**config.mk**
```make
export PLATFORM = sky130hd
export DESIGN_NAME = seg7_scan_ctrl_flat
export DESIGN_NICKNAME = d
export VERILOG_FILES = /design/src/rtl/seg7_scan_ctrl_pkg.sv /design/src/rtl/seg7_scan_ctrl_if.sv /design/src/rtl/seg7_scan_ctrl_decode.sv /design/src/rtl/seg7_scan_ctrl.sv /design/src/flat_wrapper.sv
export SDC_FILE = /design/constraint.sdc
export NUM_CORES = 1
export LEC_CHECK = 0
export ABC_AREA = 1
export CAP_MARGIN = 15
export CORE_UTILIZATION = 62
export CTS_CLUSTER_DIAMETER = 200
export DETAILED_ROUTE_END_ITERATION = 16
export PLACE_DENSITY = 0.85
export SLEW_MARGIN = 25
export SYNTH_ARGS = -nofsm -noshare
export SYNTH_HDL_FRONTEND = slang
export SYNTH_SLANG_ARGS = --single-unit
```
**constraint.sdc**
```tcl
create_clock -name clk -period 3.3 [get_ports clk]
set_input_delay 0.825 -clock clk [delete_from_list [all_inputs] [get_ports clk]]
set_output_delay 0.825 -clock clk [all_outputs]
set_load 0.02 [all_outputs]
```
**src/rtl/seg7_scan_ctrl_pkg.sv**
```systemverilog
// Shared definitions for the 8-digit 7-segment scan controller: FSM state
// encoding, digit/port widths, segment code table and the hex decode helper.
// Used by seg7_scan_ctrl, seg7_decode and the write-port interface.
package seg7_pkg;

    localparam logic ST_GUARD = 1'b0;
    localparam logic ST_DRIVE = 1'b1;

    typedef enum logic {
        GUARD = ST_GUARD,
        DRIVE = ST_DRIVE
    } state_t;

    localparam int NUM_DIGITS = 8;
    localparam int DIGIT_AW   = 3;
    localparam int DIGIT_DW   = 5;   // {dp, hex[3:0]}

    // Active-low segment patterns {dp,g,f,e,d,c,b,a} for hex 0..F, dp off.
    localparam logic [7:0] SEG_CODES [16] = '{
        8'hC0, 8'hF9, 8'hA4, 8'hB0, 8'h99, 8'h92, 8'h82, 8'hF8,
        8'h80, 8'h90, 8'h88, 8'h83, 8'hC6, 8'hA1, 8'h86, 8'h8E
    };

    // Look up the segment pattern and pull the dp segment low when requested.
    function automatic logic [7:0] hex2seg(input logic dp, input logic [3:0] hex);
        logic [7:0] code;
        code = SEG_CODES[hex];
        if (dp) begin
            code[7] = 1'b0;
        end
        return code;
    endfunction

endpackage

```
**src/rtl/seg7_scan_ctrl_if.sv**
```systemverilog
// Digit write port of the scan controller. The master writes one digit per
// wr_en cycle; the controller (slave) always accepts, there is no handshake.
interface seg7_scan_ctrl_if;
    import seg7_pkg::*;

    logic                wr_en;
    logic [DIGIT_AW-1:0] wr_addr;
    logic [DIGIT_DW-1:0] wr_data;

    modport master (output wr_en, output wr_addr, output wr_data);
    modport slave  (input  wr_en, input  wr_addr, input  wr_data);

endinterface

```
**src/rtl/seg7_scan_ctrl_decode.sv**
```systemverilog
// seg7_decode: purely combinational {dp, hex} -> active-low segment bus.
module seg7_decode
    import seg7_pkg::*;
(
    input  logic       dp,
    input  logic [3:0] hex,
    output logic [7:0] seg
);

    assign seg = hex2seg(dp, hex);

endmodule

```
**src/rtl/seg7_scan_ctrl.sv**
```systemverilog
// seg7_scan_ctrl: time-multiplexed scan controller for an 8-digit
// common-anode 7-segment display. Each digit slot is SLOT_CYCLES long and
// starts with GUARD_CYCLES of all-dark outputs to avoid ghosting. The value
// shown in a slot is a shadow copy taken on the last guard cycle, so writes
// never tear a slot that is being driven.
// Optional feature: define SEG_DIM_EN to add the bright[2:0] input, which
// splits DRIVE into 8 sub-phases and lights the digit for sub-phases 0..bright.
module seg7_scan_ctrl
    import seg7_pkg::*;
#(
    parameter int SLOT_CYCLES  = 50000,
    parameter int GUARD_CYCLES = 500,
    parameter int CNT_W        = 16
) (
    input  logic                clk,
    input  logic                rst,          // asynchronous, active low
    seg7_scan_ctrl_if.slave     wr,
    input  logic [7:0]          blank_mask,
`ifdef SEG_DIM_EN
    input  logic [2:0]          bright,
`endif
    output logic [7:0]          c,
    output logic [7:0]          en,
    output logic                frame_tick
);

    localparam logic [CNT_W-1:0] GUARD_LAST = CNT_W'(GUARD_CYCLES - 1);
    localparam logic [CNT_W-1:0] SLOT_LAST  = CNT_W'(SLOT_CYCLES - 1);
    localparam logic [DIGIT_AW-1:0] LAST_IDX = DIGIT_AW'(NUM_DIGITS - 1);

    // Digit storage and scan state
    logic [DIGIT_DW-1:0] digit_reg [NUM_DIGITS];
    logic [DIGIT_DW-1:0] shadow_reg;
    state_t              state_reg, state_next;
    logic [CNT_W-1:0]    cnt_reg, cnt_next;
    logic [DIGIT_AW-1:0] idx_reg, idx_next;
    logic                guard_end;
    logic                slot_end;

    // Output path
    logic [7:0]          seg_code;
    logic                lit;
    logic                dim_on;
    logic [7:0]          c_next;
    logic [7:0]          en_next;
    logic [7:0]          c_reg;
    logic [7:0]          en_reg;
    logic                frame_tick_reg;

    // Digit register file: one digit per write strobe, always accepted.
    always_ff @(posedge clk or negedge rst) begin
        if (!rst) begin
            for (int i = 0; i < NUM_DIGITS; i++) begin
                digit_reg[i] <= '0;
            end
        end else if (wr.wr_en) begin
            digit_reg[wr.wr_addr] <= wr.wr_data;
        end
    end

    // Shadow copy of the scanned digit, taken on the last guard cycle. A write
    // landing on the same edge is not seen here until that digit's next slot.
    always_ff @(posedge clk or negedge rst) begin
        if (!rst) begin
            shadow_reg <= '0;
        end else if (guard_end) begin
            shadow_reg <= digit_reg[idx_reg];
        end
    end

    // Scan FSM state register: state, slot counter and digit index.
    always_ff @(posedge clk or negedge rst) begin
        if (!rst) begin
            state_reg <= GUARD;
            cnt_reg   <= '0;
            idx_reg   <= '0;
        end else begin
            state_reg <= state_next;
            cnt_reg   <= cnt_next;
            idx_reg   <= idx_next;
        end
    end

    // Scan FSM next state: counter runs every cycle and clears only at slot end.
    always_comb begin
        state_next = state_reg;
        cnt_next   = cnt_reg + CNT_W'(1);
        idx_next   = idx_reg;
        guard_end  = 1'b0;
        slot_end   = 1'b0;
        case (state_reg)
            GUARD: begin
                if (cnt_reg == GUARD_LAST) begin
                    guard_end  = 1'b1;
                    state_next = DRIVE;
                end
            end
            DRIVE: begin
                if (cnt_reg == SLOT_LAST) begin
                    slot_end   = 1'b1;
                    cnt_next   = '0;
                    idx_next   = idx_reg + DIGIT_AW'(1);
                    state_next = GUARD;
                end
            end
            default: begin
                state_next = GUARD;
            end
        endcase
    end

`ifdef SEG_DIM_EN
    localparam int SUB_RAW = (SLOT_CYCLES - GUARD_CYCLES) / 8;
    localparam int SUB_LEN = (SUB_RAW < 1) ? 1 : SUB_RAW;
    localparam logic [CNT_W-1:0] SUB_LAST = CNT_W'(SUB_LEN - 1);

    logic [CNT_W-1:0] sub_cnt_reg;
    logic [2:0]       sub_idx_reg;
    logic [2:0]       bright_reg;

    // Sub-phase tracker for dimming; the last sub-phase absorbs any remainder
    // because the index stops advancing once it reaches 7.
    always_ff @(posedge clk or negedge rst) begin
        if (!rst) begin
            sub_cnt_reg <= '0;
            sub_idx_reg <= '0;
            bright_reg  <= '0;
        end else if (guard_end) begin
            sub_cnt_reg <= '0;
            sub_idx_reg <= '0;
            bright_reg  <= bright;
        end else if (state_reg == DRIVE && sub_idx_reg != 3'd7) begin
            if (sub_cnt_reg == SUB_LAST) begin
                sub_cnt_reg <= '0;
                sub_idx_reg <= sub_idx_reg + 3'd1;
            end else begin
                sub_cnt_reg <= sub_cnt_reg + CNT_W'(1);
            end
        end
    end

    assign dim_on = (sub_idx_reg <= bright_reg);
`else
    assign dim_on = 1'b1;
`endif

    seg7_decode u_decode (
        .dp  (shadow_reg[4]),
        .hex (shadow_reg[3:0]),
        .seg (seg_code)
    );

    // Output selection: dark during guard, decoded shadow during drive;
    // a blanked digit keeps its enable high for the whole slot.
    always_comb begin
        c_next = 8'hFF;
        lit    = 1'b0;
        if (state_reg == DRIVE) begin
            c_next = seg_code;
            lit    = !blank_mask[idx_reg] && dim_on;
        end
    end

    for (genvar gi = 0; gi < NUM_DIGITS; gi++) begin : g_en
        assign en_next[gi] = ~(lit && (idx_reg == DIGIT_AW'(gi)));
    end

    // Registered outputs; async reset forces the display dark immediately.
    always_ff @(posedge clk or negedge rst) begin
        if (!rst) begin
            c_reg          <= 8'hFF;
            en_reg         <= 8'hFF;
            frame_tick_reg <= 1'b0;
        end else begin
            c_reg          <= c_next;
            en_reg         <= en_next;
            frame_tick_reg <= slot_end && (idx_reg == LAST_IDX);
        end
    end

    assign c          = c_reg;
    assign en         = en_reg;
    assign frame_tick = frame_tick_reg;

endmodule

```
**src/flat_wrapper.sv**
```systemverilog
// flat-port wrapper written by rule: the top's interface ports become plain ports
module seg7_scan_ctrl_flat import seg7_pkg::*;
#(
    parameter int SLOT_CYCLES  = 50000,
    parameter int GUARD_CYCLES = 500,
    parameter int CNT_W        = 16
)
  (clk, rst, blank_mask, c, en, frame_tick, wr_wr_en, wr_wr_addr, wr_wr_data);
  seg7_scan_ctrl_if wr_i ();
  input  logic clk;
  input  logic rst;
  input  logic [7:0] blank_mask;
  output logic [7:0] c;
  output logic [7:0] en;
  output logic frame_tick;
  input wire logic [$bits(wr_i.wr_en)-1:0] wr_wr_en;
  input wire logic [$bits(wr_i.wr_addr)-1:0] wr_wr_addr;
  input wire logic [$bits(wr_i.wr_data)-1:0] wr_wr_data;
  assign wr_i.wr_en = wr_wr_en;
  assign wr_i.wr_addr = wr_wr_addr;
  assign wr_i.wr_data = wr_wr_data;
  seg7_scan_ctrl #(.SLOT_CYCLES(SLOT_CYCLES), .GUARD_CYCLES(GUARD_CYCLES), .CNT_W(CNT_W)) u_core (.clk(clk), .rst(rst), .wr(wr_i), .blank_mask(blank_mask), .c(c), .en(en), .frame_tick(frame_tick));
endmodule
```
==> reports/metrics.cfg, run 1 <==
[outcome]
outcome = complete, no violations

[synthesis]
yosys_warnings = 0
ys_ff_latch = 82
syn_inst = 495
synth_xor_area_share_pct = 2.377
yosys_most_used_dff = dfrtp_1
synth_fp_nets = 527
synthAdderAreaFrac_pct = 4.014
synthArstFlopShare_pct = 100.0
yosysMostFrequentCell = nand2_1
synth-compound-area-share_pct = 7.996
yosysTopAreaCellShare_pct = 40.75
yosysUniqueCellTypes = 30
synth_mux_area_share_pct = 0
yosysTopAreaCell = dfrtp_1
yosysSeqAreaShare_pct = 51.13
synth_edf_count = 0
synth.top_cells.by_count = 164 x nand2_1, 66 x dfrtp_1, 50 x nand3_1, 48 x o21ai_0, 41 x inv_1
synth_top_family_by_area = simple AND/OR/NAND/NOR gates
avgSynthCellArea_um2 = 8.187
syn_area_um2 = 4053
synth.area.top_cells = dfrtp_1 41%, nand2_1 15%, dfstp_2 10%
yosys.area_share.simple_pct = 28.90

[floorplan]
num_io_pins = 36
core_area_um2 = 6314
die_w_um = 82.85
num_rows = 29
dieArea_um2 = 6864
initial_utilization_pct = 64.19
die_h_um = 82.85

[sta]
slew_violations = 0
hold_viol = 0
finClkSkew_ns = 0.009407
tightest_slew_ns = 0.8752
fmax_mhz = 429.6
fin_tns_setup_ns = 0
rsz0062_at_grt = false
period_share_pct = 70.54
relSlewSlack_pct = 41.66
finalWorstSetupSlack_ns = 0.9723
period_minus_slack_ns = 2.328
finalSetupViolCount = 0
hold_slack_ns = 0.4658

[clocking]
clkTransAtPathRegs_ns = 0.08
postCtsSetupRepairBufs = 0
cts_hold_buffers = 0
cts-root-buf = clkbuf_8
cts_buffer_depth = 2
clock_latency_ns = 0.35
cts_tree = built
cts_inserted_buffers = 9
clock-sinks = 82
cts-resized-gates = 0
htreeDepth = 3

[final_layout]
largest_reg_flops = 40
drive_above_1_share_pct = 9.515
insertedDiodeCount = 0
final_area_um2 = 4612
fillCellCount = 473
final_cell_count_no_fill = 613
area_growth_pct = 13.80
multi_input_area_um2 = 1754
final-seq-area_um2 = 2072
fin_nets = 563

[critical_path]
cp.arrival_ns = 2.59
reg2reg_to = u_core.en[4]
critPathCaptureType = register
start_kind = register
ff2ff_path_depth = 7
path_class = reg -> reg
rrSetupSlack_ns = 0.97
path_max_fanout = 31
worstPathRequired_ns = 3.57
regToRegStartpoint = u_core.idx_reg[0]

[drt]
wirelength_mm = 8.328
drt_drc_violations_left = 0
initialDrtViolationCount = 217
detail-route-antenna-nets = 0
viasPerCell = 5.403
avgRoutedWirePerCell_um = 13.59
vias = 3312
drt-pass1-iter-count = 5

[placement]
gp_congestion = 0.8568
io_buffers = 35
placedCellCount = 597
dp_slack_ns = 1.002
placed_area_um2 = 4437
dp.final_hpwl_mm = 5.805

[grt]
grt_first_pass_wirelength_mm = 14.42
grt_max_degree = 83
overflow = 0
antenna_found_initial = 0
track_usage_pct = 26.44
grt_pass1_vias = 3150

[power_and_ir_drop]
leakagePower_nw = 2.199
worst_ir_drop_vdd_uv = 380.1
powerDensity_nw_per_um2 = 433.3

[hold_path]
min_path_type = in -> async

[job]
maxCapViolations = 0

## kinds of logic after synthesis
logic type               count (synthesis)
flip-flops                              82
AO/OA/AOI/OAI                           63
AND/OR/NAND/NOR                        272
adder cells (fa/ha/maj)                 13
buffers and inverters                   54
XOR/XNOR                                11
## worst max-delay path, cell delays in order, from the launching register on
cell	delay [ns]
dfrtp_1	0.92
inv_1	0.60
nand2_1	0.17
nand3_1	0.08
nand3_1	0.11
nand2_1	0.06
inv_1	0.19
nand3_1	0.11
## per-stage QoR
| step | utilization (%) | total power [mW] |
|---|---|---|
| floorplan | - | 1.274 |
| global placement | 70.27 | 1.350 |
| detailed placement | 70.27 | 1.364 |
| CTS | 72.99 | 2.003 |
| global route | 73.05 | 2.096 |
| finish | 73.05 | 1.998 |
## cell usage in the layout (no fill, tap or decap), types with 2 or more instances in the layout
| master | instances |
|---|---|
| clkbuf_8 | 10 |
| nand3_1 | 50 |
| xor2_1 | 10 |
| dfstp_2 | 16 |
| inv_1 | 41 |
| clkdlybuf4s50_1 | 34 |
| o21ai_0 | 48 |
| ha_1 | 13 |
| nand2_2 | 2 |
| nor2_2 | 10 |
| nor2_1 | 38 |
| a21oi_1 | 10 |
| o211ai_1 | 2 |
| nand4_1 | 2 |
| nand2_1 | 164 |
| dfrtp_1 | 66 |
| nor2_4 | 2 |
| clkinv_2 | 4 |
| clkinvlp_4 | 2 |
## layout make-up
| class | instances | share of cell area, % |
|---|---|---|
| multi-input combinational | 359 | 38.04 |
| clock buffer | 11 | 3.066 |
| clock inverter | 5 | 0.6511 |
| inverter | 44 | 3.608 |
| timing repair buffer | 35 | 7.623 |
| sequential | 82 | 44.93 |
| tap | 77 | 2.089 |
## power breakdown
group	switching, mW	internal, mW	leakage [nW]
Combinational	0.115	0.0803	1.10
Sequential	0.0564	1.10	1.02
Clock	0.358	0.290	0.0851
Total	0.530	1.47	2.20
## metal layers
layer,up-vias,GRT usage [%],routed length [um]
met3,16,5.765,351
met2,89,42.85,3959
met1,1564,35.13,3876
li1,1643,-,-
met5,-,0,0
met4,0,10.03,140
## worst max-delay path by stage
stage / slack (ns) / from / end / depth (start not counted)
after detailed placement: 1.00 / u_core.idx_reg[0] / u_core.en[4] / 7
after floorplan: 1.83 / wr_wr_en / u_core.digit_reg[5] / 5
after global routing: 0.71 / u_core.idx_reg[0] / u_core.en[4] / 7
after global placement: 1.05 / u_core.idx_reg[0] / u_core.en[6] / 7
final: 0.97 / u_core.idx_reg[0] / u_core.en[4] / 7
after CTS: 0.98 / u_core.c[7] / c[7] / 1
Power figures use the tool's default switching activity.
==> inputs of run 2 (changes only) <==
--- a/config.mk
+++ b/config.mk
@@ -7,10 +7,10 @@
 export LEC_CHECK = 0
 export ABC_AREA = 1
 export CAP_MARGIN = 15
-export CORE_UTILIZATION = 62
+export CORE_UTILIZATION = 57
 export CTS_CLUSTER_DIAMETER = 200
 export DETAILED_ROUTE_END_ITERATION = 16
-export PLACE_DENSITY = 0.85
+export PLACE_DENSITY = 0.79
 export SLEW_MARGIN = 25
 export SYNTH_ARGS = -nofsm -noshare
 export SYNTH_HDL_FRONTEND = slang
==> constraint.sdc (replaced) <==
create_clock -name clk -period 2.2 [get_ports clk]
set_input_delay 0.55 -clock clk [delete_from_list [all_inputs] [get_ports clk]]
set_output_delay 0.55 -clock clk [all_outputs]
set_load 0.02 [all_outputs]
==> reports/metrics.cfg, run 2 (synthesis gave the netlist of run 1 again) <==
[floorplan]
num_io_pins = 36  ; unchanged
die_w_um = 86.32  ; was 82.85 um
die_h_um = 86.32  ; was 82.85 um
dieArea_um2 = 7451  ; was 6864 um2
num_rows = 30  ; was 29
core_area_um2 = 6832  ; was 6314 um2
initial_utilization_pct = 59.32  ; was 64.19%

[job]
maxCapViolations = 0  ; unchanged

[drt]
wirelength_mm = 8.574  ; was 8.328 mm
vias = 3377  ; was 3312
drt-pass1-iter-count = 4  ; was 5
drt_drc_violations_left = 0  ; unchanged
avgRoutedWirePerCell_um = 13.44  ; was 13.59 um
viasPerCell = 5.293  ; was 5.403
initialDrtViolationCount = 233  ; was 217
detail-route-antenna-nets = 0  ; unchanged

[critical_path]
reg2reg_to = u_core.idx_reg[2]  ; was u_core.en[4]
critPathCaptureType = output port  ; was register
worstSetupEndpoint = en[1]  ; was u_core.en[4]
worstPathRequired_ns = 1.65  ; was 3.57 ns
ff2ff_path_depth = 5  ; was 7
rrSetupSlack_ns = 0.63  ; was 0.97 ns
path_max_fanout = 1  ; was 31
crit_start = u_core.en[1]  ; was u_core.idx_reg[0]
critPathTopFamily = buffers and inverters  ; was flip-flops
path_buf_inv = 1  ; was 2
crit_slowest_cell = clkdlybuf4s50_1  ; was dfrtp_1
cp_num_cells = 1  ; was 7
slowest_delay_ns = 0.60  ; was 0.92 ns
cp.arrival_ns = 1.47  ; was 2.59 ns
path_class = reg -> out  ; was reg -> reg
worstPathCellList = clkdlybuf4s50_1  ; was inv_1 -> nand2_1 -> nand3_1 -> nand3_1 -> nand2_1 -> inv_1 -> nand3_1
regToRegStartpoint = u_core.idx_reg[2]  ; was u_core.idx_reg[0]
start_kind = register  ; unchanged

[clocking]
cts-root-buf = clkbuf_8  ; unchanged
clkTransAtPathRegs_ns = 0.08  ; about the same
cts_tree = built  ; unchanged
cts_hold_buffers = 0  ; unchanged
clock-sinks = 82  ; unchanged
cts-resized-gates = 0  ; unchanged
cts_buffer_depth = 2  ; unchanged
clock_latency_ns = 0.35  ; about the same
htreeDepth = 3  ; unchanged
postCtsSetupRepairBufs = 0  ; unchanged
cts_inserted_buffers = 9  ; unchanged

[sta]
period_share_pct = 91.78
fin_tns_setup_ns = 0  ; unchanged
fmax_mhz = 495.3
finClkSkew_ns = 0.005642  ; was 0.009407 ns
period_minus_slack_ns = 2.019
rsz0062_at_grt = false  ; unchanged
relSlewSlack_pct = 61.93  ; was 41.66%
slew_violations = 0  ; unchanged
tightest_slew_ns = 0.5704  ; was 0.8752 ns
finalSetupViolCount = 0  ; unchanged
hold_viol = 0  ; unchanged

[grt]
overflow = 0  ; unchanged
grt_pass1_vias = 3224  ; was 3150
track_usage_pct = 26.15  ; was 26.44%
grt_max_degree = 36  ; was 83
antenna_found_initial = 0  ; unchanged
grt_first_pass_wirelength_mm = 15.11  ; was 14.42 mm

[hold_path]
min_path_type = in -> async  ; unchanged

[power_and_ir_drop]
p_total_mw = 3.450  ; was 1.998 mW
powerDensity_nw_per_um2 = 721.0  ; was 433.3 nW/um2
leakagePower_nw = 2.281  ; was 2.199 nW
worst_ir_drop_vdd_uv = 458.4  ; was 380.1 uV

[final_layout]
insertedDiodeCount = 0  ; unchanged
layout_commonest_cell = nand2_1  ; unchanged
drive_above_1_share_pct = 10.52  ; was 9.515%
final_cell_count_no_fill = 638  ; was 613
final_area_um2 = 4785  ; was 4612 um2
area_growth_pct = 18.06  ; was 13.80%
fin_nets = 569  ; was 563
largest_reg_flops = 40  ; unchanged
most-common-layout-cells = 164 x nand2_1, 66 x dfrtp_1, 50 x nand3_1  ; unchanged

[placement]
placed_area_um2 = 4518  ; was 4437 um2
io_buffers = 35  ; unchanged
placedCellCount = 622  ; was 597
dp.final_hpwl_mm = 5.912  ; was 5.805 mm
gp_congestion = 0.8714  ; was 0.8568

[outcome]
outcome = complete, no violations  ; unchanged

## run 2: cell type report
class,count,area [um2]
clock buffer,11,141.4
clock inverter,5,125.1
fill,566,2047
inverter,44,166.4
multi-input combinational,359,1754
sequential,82,2072
tap,96,120.1
timing repair buffer,41,405.4
## run 2: worst min path at each step
stage,startpoint,to,slack (ns),cells past startpoint
final,rst,u_core.cnt_reg[14],0.14,1
after detailed placement,u_core.shadow_reg[4],u_core.c[7],0.41,1
after CTS,rst,u_core.cnt_reg[14],0.15,1
after global routing,rst,u_core.cnt_reg[0],0.17,1
after global placement,u_core.shadow_reg[4],u_core.c[7],0.40,1
after floorplan,rst,u_core.cnt_reg[0],0.25,0
## run 2: metal layers
| layer | track usage [%] | vias to the layer above | part of all wire (%) |
|---|---|---|---|
| met2 | 41.92 | 100 | 48 |
| met1 | 35.19 | 1603 | 46 |
| met3 | 4.857 | 13 | 5.1 |
| met5 | 0 | - | 0 |
| li1 | - | 1661 | - |
| met4 | 10.91 | 0 | 1.4 |
## run 2: power by group
| part | switching, mW | internal [mW] | total, mW |
|---|---|---|---|
| logic | 0.174 | 0.125 | 0.299 |
| registers | 0.0765 | 1.65 | 1.72 |
| clock network | 0.529 | 0.899 | 1.43 |
| total | 0.779 | 2.67 | 3.45 |
## run 2: stage by stage
stage	util [%]	setup WS [ns]	hold WS [ns]
final	70.04	0.1809	0.1400
after global routing	70.04	0.1322	0.1688
after CTS	70.04	0.1633	0.1518
after detailed placement	66.14	0.3090	0.4057
after global placement	66.14	0.3356	0.4010
after floorplan	-	0.9111	0.2544
==> inputs of run 3 (changes only) <==
--- a/config.mk
+++ b/config.mk
@@ -7,11 +7,12 @@
 export LEC_CHECK = 0
 export ABC_AREA = 1
 export CAP_MARGIN = 15
-export CORE_UTILIZATION = 57
+export CORE_UTILIZATION = 58
 export CTS_CLUSTER_DIAMETER = 200
 export DETAILED_ROUTE_END_ITERATION = 16
-export PLACE_DENSITY = 0.79
+export PLACE_DENSITY = 0.8
 export SLEW_MARGIN = 25
 export SYNTH_ARGS = -nofsm -noshare
 export SYNTH_HDL_FRONTEND = slang
+export SYNTH_HIERARCHICAL = 1
 export SYNTH_SLANG_ARGS = --single-unit
==> reports/metrics.cfg, run 3 <==
[outcome]
outcome = complete, no violations  ; unchanged

[clocking]
cts_hold_buffers = 0  ; unchanged
clkTransAtPathRegs_ns = 0.08  ; about the same
clock_latency_ns = 0.34  ; was 0.35 ns
htreeDepth = 3  ; unchanged
cts_buffer_depth = 2  ; unchanged
cts-root-buf = clkbuf_8  ; unchanged
cts_tree = built  ; unchanged
clock-sinks = 82  ; unchanged
cts_inserted_buffers = 9  ; unchanged
postCtsSetupRepairBufs = 0  ; unchanged
cts-resized-gates = 0  ; unchanged

[drt]
viasPerCell = 5.186  ; was 5.293
drt-pass1-iter-count = 4  ; unchanged
detail-route-antenna-nets = 0  ; unchanged
drt_drc_violations_left = 0  ; unchanged
avgRoutedWirePerCell_um = 12.88  ; was 13.44 um
vias = 3381  ; was 3377
wirelength_mm = 8.398  ; was 8.574 mm
initialDrtViolationCount = 163  ; was 233

[final_layout]
largest_reg_flops = 40  ; unchanged
final-seq-area_um2 = 2072  ; unchanged
area_growth_pct = 14.75  ; was 18.06%
layout_commonest_cell = nand2_1  ; unchanged
fillCellCount = 556  ; was 566
insertedDiodeCount = 0  ; unchanged
most-common-layout-cells = 169 x nand2_1, 66 x dfrtp_1, 46 x inv_1  ; was 164 x nand2_1, 66 x dfrtp_1, 50 x nand3_1
final_core_util_pct = 69.71  ; was 70.04%
multi_input_area_um2 = 1829  ; was 1754 um2
fin_nets = 584  ; was 569
drive_above_1_share_pct = 12.95  ; was 10.52%
final_area_um2 = 4788  ; was 4785 um2

[critical_path]
critPathCaptureType = output port  ; unchanged
cp.arrival_ns = 1.46  ; was 1.47 ns
path_buf_inv = 1  ; unchanged
rrSetupSlack_ns = 0.69  ; was 0.63 ns
critPathTopFamily = buffers and inverters  ; unchanged
slowest_delay_ns = 0.59  ; was 0.60 ns
ff2ff_path_depth = 7  ; was 5
reg2reg_to = u_core/shadow_reg[2]  ; was u_core.idx_reg[2]
worstPathRequired_ns = 1.65  ; about the same
path_max_fanout = 1  ; unchanged
crit_slowest_cell = clkdlybuf4s50_1  ; unchanged
regToRegStartpoint = u_core/idx_reg[0]  ; was u_core.idx_reg[2]
path_class = reg -> out  ; unchanged
start_kind = register  ; unchanged
worstPathCellList = clkdlybuf4s50_1  ; unchanged

[sta]
relSlewSlack_pct = 66.33  ; was 61.93%
fin_tns_setup_ns = 0  ; unchanged
period_share_pct = 91.50  ; was 91.78%
rsz0062_at_grt = false  ; unchanged
tightest_slew_ns = 0.5051  ; was 0.5704 ns
period_minus_slack_ns = 2.013  ; was 2.019 ns
finalSetupViolCount = 0  ; unchanged
fmax_mhz = 496.8  ; was 495.3 MHz
finClkSkew_ns = 0.01020  ; was 0.005642 ns
slew_violations = 0  ; unchanged
hold_viol = 0  ; unchanged

[placement]
io_buffers = 35  ; unchanged
dp.final_hpwl_mm = 6.015  ; was 5.912 mm
gp_congestion = 0.9082  ; was 0.8714
placed_area_um2 = 4613  ; was 4518 um2

[synthesis]
synth.top_cells.by_count = 169 x nand2_1, 66 x dfrtp_1, 46 x inv_1, 42 x nand3_1, 39 x o21ai_0  ; was 164 x nand2_1, 66 x dfrtp_1, 50 x nand3_1, 48 x o21ai_0, 41 x inv_1
ys_ff_latch = 82  ; unchanged
synth_top_family_by_area = simple AND/OR/NAND/NOR gates  ; unchanged
syn_area_um2 = 4173  ; was 4053 um2
synthAdderAreaFrac_pct = 4.198  ; was 4.014%
synthArstFlopShare_pct = 100.0  ; unchanged
avgSynthCellArea_um2 = 8.166  ; was 8.187 um2
synth-compound-area-share_pct = 6.627  ; was 7.996%
yosysUniqueCellTypes = 29  ; was 30
yosys_most_used_dff = dfrtp_1  ; unchanged
synth_xor_area_share_pct = 2.309  ; was 2.377%
synth_fp_nets = 544  ; was 527
synth_edf_count = 0  ; unchanged
yosys_warnings = 6  ; was 0
yosysTopAreaCellShare_pct = 39.58  ; was 40.75%
yosysSeqAreaShare_pct = 49.66  ; was 51.13%
yosysTopAreaCell = dfrtp_1  ; unchanged
yosys.area_share.simple_pct = 30.70  ; was 28.90%
synth.area.top_cells = dfrtp_1 40%, nand2_1 15%, dfstp_2 10%  ; was dfrtp_1 41%, nand2_1 15%, dfstp_2 10%
yosysMostFrequentCell = nand2_1  ; unchanged
synth_mux_area_share_pct = 0  ; unchanged
syn_inst = 511  ; was 495

[floorplan]
num_io_pins = 36  ; unchanged
core_area_um2 = 6869  ; was 6832 um2
dieArea_um2 = 7538  ; was 7451 um2
num_rows = 30  ; unchanged
die_h_um = 86.82  ; was 86.32 um
die_w_um = 86.82  ; was 86.32 um
initial_utilization_pct = 60.75  ; was 59.32%

[grt]
grt_pass1_vias = 3191  ; was 3224
overflow = 0  ; unchanged
grt_first_pass_wirelength_mm = 14.57  ; was 15.11 mm
grt_max_degree = 42  ; was 36
antenna_found_initial = 0  ; unchanged
track_usage_pct = 25.14  ; was 26.15%

[power_and_ir_drop]
netSwitchingFraction_pct = 25.21  ; was 22.58%
p_sw_mw = 0.7577  ; was 0.7789 mW
leakagePower_nw = 2.280  ; was 2.281 nW
worst_ir_drop_vdd_uv = 450.4  ; was 458.4 uV
p_seq_share_pct = 57.2  ; was 50.0%
clockPowerShare_pct = 32.6  ; was 41.4%
powerDensity_nw_per_um2 = 627.7  ; was 721.0 nW/um2
internal_power_mw = 2.248  ; was 2.671 mW
combPwrFrac_pct = 10.2  ; was 8.7%

[hold_path]
min_path_type = in -> async  ; unchanged

[job]
maxCapViolations = 0  ; unchanged

run 3: changes by cell type after synthesis, sizes merged, moves of 3 or more:
cell and delta:
a21oi -9, inv +11, nand2 +12, nand3 -6
nand3b +3, nor2 -3, o211ai +3, o21ai -3
or2 +8
run 3: per-layer routing:
layer | global-route usage, % | up-vias | wire, um
met5 | 0 | - | 0
met1 | 33.52 | 1592 | 3943
met2 | 41.02 | 89 | 3933
met3 | 5.810 | 15 | 409
met4 | 7.727 | 0 | 111
li1 | - | 1685 | -
run 3: final cells by class:
type	instances	share of cell area (%)
flip-flops and latches	82	43.27
clock buffers	14	3.397
multi-input cells	366	38.20
clock inverters	2	0.2613
inverters	53	4.207
repair buffers	39	8.153
well taps	96	2.508
run 3: worst max path at each step:
stage	from	endpoint	slack, ns	cells past startpoint
global placement	wr_wr_addr[2]	u_core/digit_reg[18]	0.39	6
CTS	u_core/c[7]	c[7]	0.17	1
finish	u_core/c[7]	c[7]	0.19	1
detailed placement	wr_wr_addr[2]	u_core/digit_reg[11]	0.31	5
global route	u_core/c[7]	c[7]	0.14	1
floorplan	u_core/shadow_reg[1]	u_core/c[3]	0.88	6
run 3: logic make-up after synthesis:
logic type      Yosys count
simple gates            289
flops                    82
buf+inv                  63
compound gates           52
fa+ha+maj                14
xor+xnor                 11
run 3: power groups by stage:
stage	registers (mW)	logic, mW	clock network [mW]
2_1_floorplan	1.72	0.189	0
3_3_place_gp	1.74	0.296	0
3_5_place_dp	1.75	0.306	0
4_1_cts	1.72	0.309	0.998
5_1_grt	1.73	0.361	1.07
6_report	1.72	0.306	0.979
run 3: stage by stage:
stage               std cells  power, mW  setup slack (ns)  hold slack (ns)
finish                    652      3.006            0.1869           0.1806
global route              652      3.166            0.1379           0.2060
CTS                       652      3.025            0.1669           0.1850
detailed placement        636      2.052            0.3096           0.4718
global placement          636      2.035            0.3919           0.4654
floorplan                 511      1.914            0.8781           0.2544
